`src/rtl/logic_gate_pkg.sv`:
```
// Shared encodings and payload types for the registered bitwise logic unit.
package logic_gate_pkg;

    localparam int unsigned OP_W = 3;

    localparam logic [OP_W-1:0] OP_AND   = 3'b000;
    localparam logic [OP_W-1:0] OP_OR    = 3'b001;
    localparam logic [OP_W-1:0] OP_NOR   = 3'b010;
    localparam logic [OP_W-1:0] OP_XOR   = 3'b011;
    localparam logic [OP_W-1:0] OP_NAND  = 3'b100;
    localparam logic [OP_W-1:0] OP_XNOR  = 3'b101;
    localparam logic [OP_W-1:0] OP_NOTA  = 3'b110;
    localparam logic [OP_W-1:0] OP_PASSB = 3'b111;

    // Status flags travelling alongside the registered result.
    typedef struct packed {
        logic zero;
        logic parity;
    } flags_t;

endpackage

```
`src/rtl/logic_gate_core.sv`:
```
// Purely combinational gate selector: (op, a, b) -> result_c.
module logic_gate_core
    import logic_gate_pkg::*;
#(
    parameter int unsigned WIDTH = 8
) (
    input  logic [OP_W-1:0]  op,
    input  logic [WIDTH-1:0] a,
    input  logic [WIDTH-1:0] b,
    output logic [WIDTH-1:0] result_c
);

    always_comb begin
        result_c = '0;
        unique case (op)
            OP_AND:   result_c = a & b;
            OP_OR:    result_c = a | b;
            OP_NOR:   result_c = ~(a | b);
            OP_XOR:   result_c = a ^ b;
            OP_NAND:  result_c = ~(a & b);
            OP_XNOR:  result_c = ~(a ^ b);
            OP_NOTA:  result_c = ~a;
            OP_PASSB: result_c = b;
            default:  result_c = '0;
        endcase
    end

endmodule

```
`src/rtl/logic_gate_unit.sv`:
```
// Registered bitwise logic unit with valid/ready handshake and accumulator chaining.
// Optional popcount output enabled by defining LOGIC_GATE_POPCNT_EN.
module logic_gate_unit
    import logic_gate_pkg::*;
#(
    parameter int unsigned WIDTH = 8,
    parameter int unsigned CNT_W = 16
) (
    input  logic             clk,
    input  logic             rst_n,
    input  logic             in_valid,
    output logic             in_ready,
    input  logic [OP_W-1:0]  op,
    input  logic             acc_mode,
    input  logic             acc_clr,
    input  logic [WIDTH-1:0] a,
    input  logic [WIDTH-1:0] b,
    output logic             out_valid,
    input  logic             out_ready,
    output logic [WIDTH-1:0] y,
    output logic             zero,
    output logic             parity,
    output logic [CNT_W-1:0] op_count
`ifdef LOGIC_GATE_POPCNT_EN
    ,
    output logic [$clog2(WIDTH+1)-1:0] popcnt
`endif
);

    logic [WIDTH-1:0] acc;
    logic [WIDTH-1:0] op_a_c;
    logic [WIDTH-1:0] result_c;
    logic             accept_c;
    flags_t           flags_q;

    // Output register drains or is empty: a new operand set can be taken.
    assign in_ready = !out_valid || out_ready;
    assign accept_c = in_valid && in_ready;

    // A clear arriving with an accumulate op sees a zero accumulator.
    assign op_a_c = acc_mode ? (acc_clr ? '0 : acc) : a;

    logic_gate_core #(
        .WIDTH (WIDTH)
    ) u_core (
        .op       (op),
        .a        (op_a_c),
        .b        (b),
        .result_c (result_c)
    );

    always_ff @(posedge clk or negedge rst_n) begin
        if (!rst_n) begin
            y         <= '0;
            flags_q   <= '0;
            out_valid <= 1'b0;
            acc       <= '0;
            op_count  <= '0;
        end else if (accept_c) begin
            y              <= result_c;
            flags_q.zero   <= (result_c == '0);
            flags_q.parity <= ^result_c;
            out_valid      <= 1'b1;
            acc            <= result_c;
            op_count       <= op_count + CNT_W'(1);
        end else begin
            if (out_ready) begin
                out_valid <= 1'b0;
            end
            if (acc_clr) begin
                acc <= '0;
            end
        end
    end

    assign zero   = flags_q.zero;
    assign parity = flags_q.parity;

`ifdef LOGIC_GATE_POPCNT_EN
    localparam int unsigned PC_W = $clog2(WIDTH + 1);

    logic [PC_W-1:0] pc_c;

    always_comb begin
        pc_c = '0;
        for (int unsigned i = 0; i < WIDTH; i++) begin
            pc_c = pc_c + PC_W'(result_c[i]);
        end
    end

    // Popcount shares the result register's load/hold behaviour.
    always_ff @(posedge clk or negedge rst_n) begin
        if (!rst_n) begin
            popcnt <= '0;
        end else if (accept_c) begin
            popcnt <= pc_c;
        end
    end
`endif

endmodule

```
`config.mk`:
```
export PLATFORM = sky130hd
export DESIGN_NAME = logic_gate_unit
export DESIGN_NICKNAME = d
export VERILOG_FILES = /design/src/rtl/logic_gate_pkg.sv /design/src/rtl/logic_gate_core.sv /design/src/rtl/logic_gate_unit.sv
export SDC_FILE = /design/constraint.sdc
export NUM_CORES = 1
export LEC_CHECK = 0
export CORE_MARGIN = 2
export CORE_UTILIZATION = 27
export CTS_BUF_LIST = sky130_fd_sc_hd__clkbuf_2
export CTS_CLUSTER_DIAMETER = 80
export CTS_CLUSTER_SIZE = 30
export DETAILED_ROUTE_END_ITERATION = 6
export PLACE_DENSITY_LB_ADDON = 0.2
export REMOVE_ABC_BUFFERS = 1
export SYNTH_ARGS = -nofsm -noshare
export SYNTH_HDL_FRONTEND = slang
export SYNTH_HIERARCHICAL = 1
export SYNTH_SLANG_ARGS = --single-unit
```
`constraint.sdc`:
```
create_clock -name clk -period 3.11 [get_ports clk]
set_clock_uncertainty 0.15 [all_clocks]
set_input_delay 0.311 -clock clk [delete_from_list [all_inputs] [get_ports clk]]
set_output_delay 0.311 -clock clk [all_outputs]
set_load 0.05 [all_outputs]
```
==> out/metrics.cfg <==
[critical_path]
r2r_cells = 11
worstPathRequired_ps = 3220
path_max_fanout = 16
cp_cell_sequence = clkdlybuf4s50_1 > buf_4 > nand3b_1 > o21ai_1 > inv_1 > ha_1 > mux4_1 > a21oi_2 > inv_1 > ha_1 > xnor2_1 > xnor2_1 > o21ai_0
cp_top_family = buffers and inverters
rr_startpoint = acc[0]
slowest_stage = mux4_1
crit_path_end = parity
critPathLaunch = acc_clr
start_kind = input pin
cpPeakStageDelay_ps = 520
reg2reg_slack_ps = 370
rr_endpoint = parity
worstSetupPathType = input pin to flip-flop
path_buf_inv = 4
cp-end-kind = flip-flop
critPathArrivalTime_ps = 3050
path_depth = 13

[clock_tree]
cts_made_buffers = 5
clk_path_buf_depth = 2
cts.clk_slew.worst_paths_ps = 180
cts.sinks = 35
htreeDepth = 2
cts_tree = done
clock-root-buffer = clkbuf_2
clkLatencyLatePin_ps = 380

[synthesis]
synthTopCellsByArea = dfrtp_1 34%, ha_1 10%, nand2_1 5.8%
ys_ff_latch = 35
yosys_warnings = 6
synthFlopType = dfrtp_1
synth-async-reset-ratio_pct = 100
netlist.area_leader.share_pct = 34.0
synthCells = 279
avgSynthCellArea_um2 = 9.22
ys_seq_area_share_pct = 34.0
synth-edff-count = 0
synth_cell_types = 40
netlist_area_um2 = 2570
synth_top_cell_by_area = dfrtp_1

[pwr]
power.density_nw_per_um2 = 459
p_total_uw = 1580
p_leak_uw = 0.00163
ir_drop_v = 0.000425

[finish]
fin_util_pct = 37.2
finalNetCount = 396
layout_commonest_cell = clkdlybuf4s50_1
final_cell_mix = 52 x clkdlybuf4s50_1, 40 x nand2_1, 35 x dfrtp_1
instances_no_fill = 480
syn_to_final_growth_pct = 33.6
antenna-diode-count = 0
nFillCells = 970
layout-drive-gt1-share_pct = 15.4

[drt]
drc_errors = 0
first_iter_violations = 55
via_count = 2127
via_per_inst = 4.43
ant_nets = 0
drt_pre_antenna_iters = 4
avgRoutedWirePerCell_um = 12.5
wirelength_mm = 6.02

[placed_design]
port_buffers = 52
hpwl_mm = 4.58
dp_cells = 472
gp_congestion = 0.774

[sta]
setup-violations-final = 0
whs_ps = 165
clock.fmax_ghz = 0.340
finalCritPeriodShare_pct = 94.5
hold_viol = 0
maxSlewViolCount = 0
finalCriticalPeriod_ps = 2940
maxSlewHeadroom_pct = 50.1
worst_pin_slew_ps = 747
rsz0062_at_grt = no

[hold_path]
hp-class = input pin to asynchronous set/reset pin

[flow_run]
drv_cap = 0

[floorplanning]
coreArea_um2 = 9240
dieHeight_um = 102
rows = 35
die_w_um = 102
ios = 53
fp.dieArea_um2 = 10300
initial_core_util_pct = 27.9

[global_route]
grt_pass1_vias = 2247
grt_start_max_net_pins = 36
grt_pass1_wl_mm = 10.5
antenna_found_initial = 0
grt_overflow_total = 0
track_usage_pct = 12.6

[status]
status = complete, no violations

sequential cells by signal, indices dropped and copies added (netlist names):
name,flops
y,8
acc,8
op_count,16
out_valid,1
zero,1
parity,1
report_power, final:
group,switching (uW),internal (uW)
sequential,70.4,530
clock,154,61.4
combinational,446,318
layer usage:
metal / vias to the layer above / global-route usage, % / share of wire [%]
met5: - / 0 / 0
met4: 0 / 2.49 / 0.71
met3: 5 / 2.14 / 3.2
met2: 29 / 21.8 / 49
met1: 1006 / 16.7 / 47
li1: 1087 / - / -
cell type report:
class / count / area (um^2) / share of cell area [%]
inverter: 35 / 134 / 3.89
sequential: 35 / 876 / 25.5
tap: 129 / 161 / 4.69
clock buffer: 7 / 35.0 / 1.02
multi-input combinational: 196 / 1480 / 43.1
clock inverter: 1 / 5.00 / 0.146
timing repair buffer: 77 / 746 / 21.7
cells in the mapped netlist (2+ instances only):
library cell	number
ha_1	21
dfrtp_1	35
nor3_1	9
nand2_1	40
mux2_2	4
buf_6	3
inv_1	34
nand2b_1	2
nand3b_1	17
a211oi_1	7
nand3_4	2
xor2_1	4
buf_4	2
xnor2_1	14
nor2b_1	3
mux4_2	4
buf_2	5
a21oi_1	10
a221oi_2	2
clkbuf_1	2
nand4_1	3
nand3_1	4
mux2i_1	10
and3_1	2
nor2_1	15
o21ai_0	11
worst register-to-register path: stages (launching register included):
cell and delay [ps]:
dfrtp_1 390, nand3b_1 80, o21ai_1 140, inv_1 70
ha_1 300, mux4_1 520, a21oi_2 200, inv_1 60
ha_1 300, xnor2_1 190, xnor2_1 130, o21ai_0 80
metrics by stage:
stage,setup TNS [ps],setup WS [ps],instance area (um^2)
floorplan,0,525,2490
global placement,-493,-406,3400
detailed placement,-503,-414,3400
CTS,0,7.38,3440
global route,0,36.2,3440
finish,0,170,3440
worst min-delay path by stage:
| stage | startpoint | slack, ps | endpoint |
|---|---|---|---|
| floorplan | rst_n | -130 | acc[0] |
| global placement | op_count[15] | 310 | op_count[15] |
| detailed placement | op_count[15] | 310 | op_count[15] |
| CTS | rst_n | 160 | op_count[12] |
| global route | rst_n | 200 | y[6] |
| finish | rst_n | 170 | op_count[12] |
cell families after synthesis:
logic type / synth area share (%)
xor gates and xnor gates: 6.13
DFF: 34.0
muxes: 10.7
adders and majority gates: 10.2
AOI/OAI and AO/OA: 7.97
buffers and inverters: 8.51
and+or+nand+nor: 22.4
timing repair:
item / in CTS / in global routing
hold buffers: 0 / 0
gates resized for setup: 0 / 2
setup endpoints to repair: 0 / 1
buffers inserted: 0 / 0
(Power assumes the default switching activity.)
